File: src/rtl/alarm_controller_if.sv
// Board-side signal bundle for the alarm controller.
// master: the driver of arm switch / voter output (board or bench).
// slave : the controller itself.
// Optional ALARM_EVENT_CNT_EN adds the alarm_count observation bus.
interface alarm_controller_if;
   logic       arm_sw;
   logic       trig;
   logic       siren;
   logic       led_status;
   logic [2:0] state_o;
`ifdef ALARM_EVENT_CNT_EN
   logic [7:0] alarm_count;

   modport master (
      output arm_sw, trig,
      input  siren, led_status, state_o, alarm_count
   );

   modport slave (
      input  arm_sw, trig,
      output siren, led_status, state_o, alarm_count
   );
`else
   modport master (
      output arm_sw, trig,
      input  siren, led_status, state_o
   );

   modport slave (
      input  arm_sw, trig,
      output siren, led_status, state_o
   );
`endif
endinterface

File: src/rtl/alarm_controller.sv
// Arm/disarm controller fed by the 2-of-3 sensor voter (trig).
// Five-state Moore FSM with exit, entry and siren-timeout timers and a
// blinking status LED during the delay states.
// Optional feature macro: ALARM_EVENT_CNT_EN adds a saturating 8-bit count
// of transitions into ALARM, cleared only by reset.
module alarm_controller #(
   parameter int EXIT_CYCLES  = 16,
   parameter int ENTRY_CYCLES = 8,
   parameter int ALARM_CYCLES = 32,
   parameter int BLINK_CYCLES = 4
) (
   input logic              clk,
   input logic              rst_n,
   alarm_controller_if.slave bus
);

   // State codes are externally visible on state_o; keep them fixed.
   localparam logic [2:0] DISARMED    = 3'd0;
   localparam logic [2:0] EXIT_DELAY  = 3'd1;
   localparam logic [2:0] ARMED       = 3'd2;
   localparam logic [2:0] ENTRY_DELAY = 3'd3;
   localparam logic [2:0] ALARM       = 3'd4;

   localparam int MAX_XE  = (EXIT_CYCLES > ENTRY_CYCLES) ? EXIT_CYCLES : ENTRY_CYCLES;
   localparam int MAX_CYC = (MAX_XE > ALARM_CYCLES) ? MAX_XE : ALARM_CYCLES;
   localparam int TW      = $clog2(MAX_CYC) + 1;
   localparam int BW      = $clog2(BLINK_CYCLES + 1);

   localparam logic [TW-1:0] EXIT_LD    = TW'(EXIT_CYCLES - 1);
   localparam logic [TW-1:0] ENTRY_LD   = TW'(ENTRY_CYCLES - 1);
   localparam logic [TW-1:0] ALARM_LD   = TW'(ALARM_CYCLES - 1);
   localparam logic [BW-1:0] BLINK_LAST = BW'(BLINK_CYCLES - 1);

   logic [2:0]    state, state_nxt;
   logic [TW-1:0] timer, timer_nxt;
   logic [BW-1:0] blink_cnt, blink_cnt_nxt;
   logic          blink_ph, blink_ph_nxt;
   logic          timer_done;

   assign timer_done = (timer == '0);

   // Next-state and timer: disarm has priority over everything else; each
   // delay/alarm state loads its timer on entry and leaves when it hits zero,
   // so the timer is reloaded before it could ever underflow.
   always_comb begin
      state_nxt = DISARMED;
      timer_nxt = '0;
      if (bus.arm_sw) begin
         case (state)
            DISARMED: begin
               state_nxt = EXIT_DELAY;
               timer_nxt = EXIT_LD;
            end
            EXIT_DELAY: begin
               if (timer_done) begin
                  state_nxt = ARMED;
               end else begin
                  state_nxt = EXIT_DELAY;
                  timer_nxt = timer - TW'(1);
               end
            end
            ARMED: begin
               if (bus.trig) begin
                  state_nxt = ENTRY_DELAY;
                  timer_nxt = ENTRY_LD;
               end else begin
                  state_nxt = ARMED;
               end
            end
            ENTRY_DELAY: begin
               if (timer_done) begin
                  state_nxt = ALARM;
                  timer_nxt = ALARM_LD;
               end else begin
                  state_nxt = ENTRY_DELAY;
                  timer_nxt = timer - TW'(1);
               end
            end
            ALARM: begin
               // Back to ARMED on timeout; a still-active trig re-enters
               // ENTRY_DELAY from there on the following edge.
               if (timer_done) begin
                  state_nxt = ARMED;
               end else begin
                  state_nxt = ALARM;
                  timer_nxt = timer - TW'(1);
               end
            end
            default: begin
               // Unreachable codes 5-7 recover to DISARMED.
               state_nxt = DISARMED;
               timer_nxt = '0;
            end
         endcase
      end
   end

   // Blink generator: restarts with LED on when a delay state is entered,
   // toggles phase every BLINK_CYCLES cycles, idles cleared elsewhere.
   always_comb begin
      blink_cnt_nxt = '0;
      blink_ph_nxt  = 1'b0;
      if (state_nxt == EXIT_DELAY || state_nxt == ENTRY_DELAY) begin
         if (state_nxt != state) begin
            blink_cnt_nxt = '0;
            blink_ph_nxt  = 1'b1;
         end else if (blink_cnt == BLINK_LAST) begin
            blink_cnt_nxt = '0;
            blink_ph_nxt  = ~blink_ph;
         end else begin
            blink_cnt_nxt = blink_cnt + BW'(1);
            blink_ph_nxt  = blink_ph;
         end
      end
   end

   // State, timer and blink registers with synchronous active-low reset.
   always_ff @(posedge clk) begin
      if (!rst_n) begin
         state     <= DISARMED;
         timer     <= '0;
         blink_cnt <= '0;
         blink_ph  <= 1'b0;
      end else begin
         state     <= state_nxt;
         timer     <= timer_nxt;
         blink_cnt <= blink_cnt_nxt;
         blink_ph  <= blink_ph_nxt;
      end
   end

   // Moore output decode from registered state only.
   always_comb begin
      bus.state_o    = state;
      bus.siren      = (state == ALARM);
      bus.led_status = 1'b0;
      case (state)
         ARMED, ALARM:            bus.led_status = 1'b1;
         EXIT_DELAY, ENTRY_DELAY: bus.led_status = blink_ph;
         default:                 bus.led_status = 1'b0;
      endcase
   end

`ifdef ALARM_EVENT_CNT_EN
   logic [7:0] alarm_count;

   // Count entries into ALARM, saturating; disarm does not clear it.
   always_ff @(posedge clk) begin
      if (!rst_n) begin
         alarm_count <= 8'd0;
      end else if (state_nxt == ALARM && state != ALARM && alarm_count != 8'hFF) begin
         alarm_count <= alarm_count + 8'd1;
      end
   end

   assign bus.alarm_count = alarm_count;
`endif

endmodule
File: src/flat_wrapper.sv
// flat-port wrapper written by rule: the top's interface ports become plain ports
module alarm_controller_flat 
#(
   parameter int EXIT_CYCLES  = 16,
   parameter int ENTRY_CYCLES = 8,
   parameter int ALARM_CYCLES = 32,
   parameter int BLINK_CYCLES = 4
)
  (clk, rst_n, bus_arm_sw, bus_trig, bus_siren, bus_led_status, bus_state_o);
  alarm_controller_if bus_i ();
  input logic clk;
  input logic rst_n;
  input wire logic [$bits(bus_i.arm_sw)-1:0] bus_arm_sw;
  input wire logic [$bits(bus_i.trig)-1:0] bus_trig;
  output wire logic [$bits(bus_i.siren)-1:0] bus_siren;
  output wire logic [$bits(bus_i.led_status)-1:0] bus_led_status;
  output wire logic [$bits(bus_i.state_o)-1:0] bus_state_o;
  assign bus_i.arm_sw = bus_arm_sw;
  assign bus_i.trig = bus_trig;
  assign bus_siren = bus_i.siren;
  assign bus_led_status = bus_i.led_status;
  assign bus_state_o = bus_i.state_o;
  alarm_controller #(.EXIT_CYCLES(EXIT_CYCLES), .ENTRY_CYCLES(ENTRY_CYCLES), .ALARM_CYCLES(ALARM_CYCLES), .BLINK_CYCLES(BLINK_CYCLES)) u_core (.clk(clk), .rst_n(rst_n), .bus(bus_i));
endmodule
File: config.mk
export PLATFORM = sky130hd
export DESIGN_NAME = alarm_controller_flat
export DESIGN_NICKNAME = d
export VERILOG_FILES = /design/src/rtl/alarm_controller_if.sv /design/src/rtl/alarm_controller.sv /design/src/flat_wrapper.sv
export SDC_FILE = /design/constraint.sdc
export NUM_CORES = 1
export LEC_CHECK = 0
export ABC_AREA = 1
export BUFFER_PORTS_ARGS = -buffer_cell sky130_fd_sc_hd__buf_2
export CAP_MARGIN = 25
export CORE_MARGIN = 10
export CORE_UTILIZATION = 49
export DETAILED_ROUTE_END_ITERATION = 7
export GPL_TIMING_DRIVEN = 1
export MAX_ROUTING_LAYER = met4
export PLACE_DENSITY = 0.72
export SYNTH_ARGS = -nofsm -noshare
export SYNTH_HDL_FRONTEND = slang
export SYNTH_SLANG_ARGS = --single-unit
File: constraint.sdc
create_clock -name clk -period 1.3 [get_ports clk]
set_input_delay 0.195 -clock clk [delete_from_list [all_inputs] [get_ports clk]]
set_output_delay 0.195 -clock clk [all_outputs]
set_load 0.005 [all_outputs]
; After elaboration in Yosys (flattened, before gate mapping)
; Index checks and enable logic that the tools add are counted.
[word_totals]
ff_bits = 13
wordCells = 40
input_bits = 4
output_inout_bits = 5
[op_classes]
eq_ne = 8
n_reduce_logical = 10
add_sub_neg = 2
bitwise_logic = 3
n_mux = 13
[op_table]
columns = operator, count
row1 = 6-bit case mux with 4 select lines, 1
row2 = 3-bit case mux with 5 select lines, 1
row3 = "3-bit by 2-bit equality test with 1-bit output, second input constant", 4
row4 = 3-bit two-way mux, 4
row5 = 6-bit two-way mux, 2
row6 = "3-bit by 1-bit equality test with 1-bit output, second input constant", 2
row7 = 6-bit zero test, 1
row8 = 2-bit OR reduction, 3
row9 = "6-bit by 1-bit subtractor with 6-bit output, second input constant", 1
row10 = 2-bit AND reduction, 2
row11 = 4-bit OR reduction, 1
row12 = "3-bit by 1-bit adder with 3-bit output, second input constant", 1
row13 = "3-bit equality test, second input constant", 1
row14 = 3-bit zero test, 1
row15 = 1-bit two-way mux, 3
row16 = 3-bit inequality test, 1
row17 = 1-bit NOT, 3
row18 = 2-bit two-way mux, 1
row19 = 1-bit case mux with 2 select lines, 1
row20 = 2-bit nonzero test, 1
row21 = 1-bit logical OR, 1

; Longest topological paths before layout
[logic_depth]
ltp_word = 8
depth_mapped = 12

; Worst setup path before layout
; Ideal clock, no wire load.
[synth_timing]
path_type = register to register
startpoint = reg u_core.timer[0]
endpoint = reg u_core.blink_ph
required_ps = 1191
path_stages_with_launch = 12
n_path_buf = 0
t_arrival_ps = 1264
slack_ps = -73
cell_sequence = dfxtp_1 > inv_1 > ha_1 > nand2_2 > nor2_4 > nand2_2 > nand4_1 > nand2_2 > nor2_4 > nand3_1 > nand2_1 > inv_1
[synth_between]
elab_chain_len = 7
word_cells_on_any_way = 13
[synth_lines]
columns = item, line_no
row1 = from (decl), alarm_controller.sv:35  ; logic [TW-1:0] timer, timer_nxt;
row2 = from (signal assigned), alarm_controller.sv:126  ; timer <= timer_nxt;
row3 = 6-bit zero test *, alarm_controller.sv:40  ; assign timer_done = (timer == '0);
row4 = "3-bit two-way mux, or another cell as far along", alarm_controller.sv:71  ; if (timer_done) begin
row5 = 3-bit case mux with 5 select lines *, alarm_controller.sv:49  ; case (state)
row6 = 3-bit two-way mux *, alarm_controller.sv:48  ; if (bus.arm_sw) begin
row7 = 3-bit by 1-bit equality test with 1-bit output or 3-bit by 2-bit equality test with 1-bit output (tied branches), alarm_controller.sv:103  ; if (state_nxt == EXIT_DELAY || state_nxt == ENTRY_DELAY) begin
row8 = 1-bit logical OR, alarm_controller.sv:103
row9 = 2-bit AND reduction (no line), n/a
row10 = to (signal assigned), alarm_controller.sv:128  ; blink_ph <= blink_ph_nxt;
row11 = to (decl), alarm_controller.sv:37  ; logic blink_ph, blink_ph_nxt;
; Every way passes the cells marked *; elsewhere a longest branch is shown, timed or not.
; A chain may end at the register's enable or synchronous reset.

; Worst setup path after layout
[layout_timing]
startpoint = reg u_core.state[0] (netlist: u_core.bus.state_o[0])
endpoint = out bus_led_status
[layout_between]
elab_chain_len = 3
word_cells_on_any_way = 7
[layout_lines]
columns = item, line_no
row1 = from (decl), alarm_controller.sv:34  ; logic [2:0] state, state_nxt;
row2 = from (signal assigned), alarm_controller.sv:125  ; state <= state_nxt;
row3 = "3-bit by 1-bit equality test with 1-bit output, or another cell as far along", alarm_controller.sv:137  ; case (state)
row4 = 2-bit OR reduction, alarm_controller.sv:137
row5 = 1-bit case mux with 2 select lines *, alarm_controller.sv:137
row6 = to (decl), flat_wrapper.sv:16  ; output wire logic [$bits(bus_i.led_status)-1:0] bus_led_status;
; Marks and branches as above.

==> metrics.md <==
| Metric | Value |
|---|---|
| Status | `finished with violations` |
| Violated checks | `setup timing` |
| Area growth, synth to finish | `61.46%` |
| Post-synthesis adder-cell area fraction | `0.04983` |
| Post-route DRC | `0` |
| RePlAce Congestion | `~0.86` |
| Post-layout min period | `1.457 ns` |
| Ports | `9` |
| Post-Synth XOR/XNOR Area | `0.03488` |
| Root Driver | `clkbuf_4` |
| Worst-Margin Slew | `0.3151 ns` |
| Post-Place Cells | `between 100 and 150` |
| Endpoint type of the worst setup path | `output port` |
| Hold Path Depth | `3` |
| Die Footprint | `approximately 3500 µm²` |
| Reg-to-reg endpoint | `u_core.bus.state_o[2]` |
| Post-Synth Simple-Gate Area | `0.4003` |
| Crit-path cells | `inv_4, nor2_4, buf_4, nand2_2, nand3_2, buf_2` |
| VDD IR max | `slightly above 700 µV` |
| Clk Latency, worst-skew pair | `around 0.27 ns` |
| Average size of a mapped cell | `7.243 µm²` |
| Initial Util | `0.5119` |
| Netlist cell types | `20` |
| Cell Rows | `14` |
| Max Root-Sink Buffers | `2` |
| Pwr Density | `approximately 1000 nW/µm²` |
| 1st-iter DRT viols | `38` |
| Average wire per standard cell | `around 18 µm` |
| Mux cell area share after synthesis | `0` |
| Crit share post-route | `1.121` |
| CTS tree | `yes` |
| Most frequent cells in the layout | `26 x buf_4, 14 x nand2_2, 12 x inv_1` |
| Number of max-cap violations | `0` |
| Post-Syn Nets | `around 110` |
| Final hold violations | `0` |
| Post-Synthesis Cells | `104` |
| Slowest cell on the critical path | `dfxtp_4` |
| Number of global-route vias before repair | `887` |
| Worst EP arrival | `about 1.3 ns` |
| Total GRT Usage | `0.1430` |
| Layout cells sized above 1 | `0.6027` |
| Seq cells post-synth | `13` |
| Via-to-Cell Ratio | `5.858` |
| Nets@finish | `154` |
| CP Max Fanout | `5` |
| Crit path kind | `reg2out` |
| RSZ-0062 raised after global routing | `true` |
| Largest net degree at the start of global routing | `8` |
| Width of the die | `roughly 59 µm` |
| Hold_buf cts | `0` |
| Hold Crit Start | `rst_n` |
| Reg2reg start | `u_core.timer[0]` |
| Final worst slack | `-0.1567 ns` |
| Worst Hold Class | `in2reg` |
| Flop2flop setup slack | `-0.14 ns` |
| Fin Clk Skew | `around 0.011 ns` |
| Initial antenna violation count | `0` |
| Fin Hold WS | `0.2430 ns` |
| Worst-path clk slew | `0.09 ns` |
| Total negative setup slack | `-1.069 ns` |
| CP Data Required Time | `roughly 1.1 ns` |
| Static Leak | `between 0.6 and 0.7 nW` |
| Yosys warnings | `0` |
| Util after Layout | `0.8265` |
| Congestion Overflow GR | `0` |
| Routed Antenna Nets | `0` |
| N_diodes | `0` |
| Reg2Reg Depth | `9` |
| Slowest stage delay, CP | `around 0.41 ns` |
| Total CTS buffers | `3` |
| Clk sinks | `13` |
| Post-synthesis sequential area ratio | `0.3455` |
| Drt total wl | `just under 3000 µm` |
| CP startpoint kind | `register` |
| H-tree depth | `1` |
| Hold Path Sink | `u_core.bus.state_o[2]` |
| # setup viols final | `12` |
| PortBufs | `8` |
| First-pass DRT Iterations | `4` |
| Global-route wire length before repair | `3843 µm` |
| Worst slew margin relative to its limit | `0.7877` |
| Post-DP HPWL | `approximately 1500 µm` |
| Tot Pwr | `between 1 and 1.5 mW` |
| Synthesized area | `approximately 750 µm²` |
| Core area | `between 1000 and 1500 µm²` |
| Slew Limit Fails | `0` |
| Largest family of logic cells by synthesized area | `simple AND/OR/NAND/NOR gates` |
| Layout Cells excl Fill | `around 160` |
| Commonest non-fill, non-tap cell in the layout | `buf_4` |
| Fmax | `686.5 MHz` |
| DIE HEIGHT | `59.21 µm` |
| Via count | `949` |
| Compound-Gate Fraction of Synth Area | `0.08472` |
-- synth_stat cells, drive strengths merged --
cell type	n	area share
nand2	28	0.16
inv	17	0.085
nor2	16	0.12
dfxtp	13	0.35
nand3	12	0.11
a21oi	4	0.027
o21ai	4	0.027
ha	3	0.050
xnor2	2	0.023
nand4	1	0.0083
nor3	1	0.0066
o2111a	1	0.015
o211ai	1	0.017
xor2	1	0.012
-- registers in the layout, indices dropped and copies added (netlist names) --
register / cells
u_core.blink_cnt: 3
u_core.blink_ph: 1
u_core.bus.state_o: 3
u_core.timer: 6
-- metal layers --
metal  part of all wire  wire length [µm]  GRT usage  vias to the layer above
met5                  0                 0          -                        -
met4              0.044               127    0.08525                        0
met3              0.071               206    0.02575                       20
met2               0.50              1463     0.2348                       58
met1               0.38              1116     0.1559                      457
li1                   -                 -          -                      414
-- what timing repair did --
action                     CTS  global route
setup buffers                6             3
pin swaps                   12             9
setup endpoints to repair   10            15
resized for setup           26            20
cloned                       0             0
-- worst max-delay path: cells and delay by family (launching register included) --
kind | cells | cell delay (ns)
and+or+nand+nor | 3 | 0.26
buffers and inverters | 3 | 0.30
DFF | 1 | 0.41
-- logic make-up (layout without fill, tap and decap cells) --
logic type | count (synthesis) | in the layout
compound gates | 10 | 10
xor+xnor | 3 | 3
fa+ha+maj | 3 | 3
buf+inv | 17 | 59
flops | 13 | 13
simple gates | 58 | 58
-- how the worst max path moves through the flow --
stage	slack [ns]	from	endpoint	cells past startpoint
2_1_floorplan	0.02	u_core.timer[1]	u_core.blink_ph	12
3_3_place_gp	-0.08	u_core.bus.state_o[0]	u_core.blink_ph	10
3_5_place_dp	-0.14	u_core.timer[1]	u_core.blink_ph	12
4_1_cts	-0.07	u_core.bus.state_o[0]	bus_led_status	6
5_1_grt	-0.23	u_core.bus.state_o[0]	u_core.blink_ph	12
6_report	-0.16	u_core.bus.state_o[0]	bus_led_status	6
-- through the flow --
stage                     worst slack, ns  area [µm²]
final                             -0.1567        1216
after global routing              -0.2325        1216
after CTS                        -0.06562        1132
after detailed placement          -0.1353       983.4
after global placement           -0.08189       983.4
after floorplan                   0.02450       765.7
-- power breakdown --
part / switching [mW] / leakage [nW] / internal (mW)
sequential: 0.0295 / 0.109 / 0.423
combinational: 0.277 / 0.516 / 0.230
clock: 0.138 / 0.0150 / 0.119
total: 0.445 / 0.640 / 0.771
-- area by class of cell --
class / instances / area (µm²)
Inverter: 17 / 68.82
Fill cell: 84 / 255.2
Tap cell: 16 / 20.02
Clock buffer: 4 / 26.28
Timing Repair Buffer: 38 / 286.5
Multi-Input combinational cell: 74 / 543.0
Sequential cell: 13 / 271.5
No activity file was read; power rests on OpenSTA's default activity.
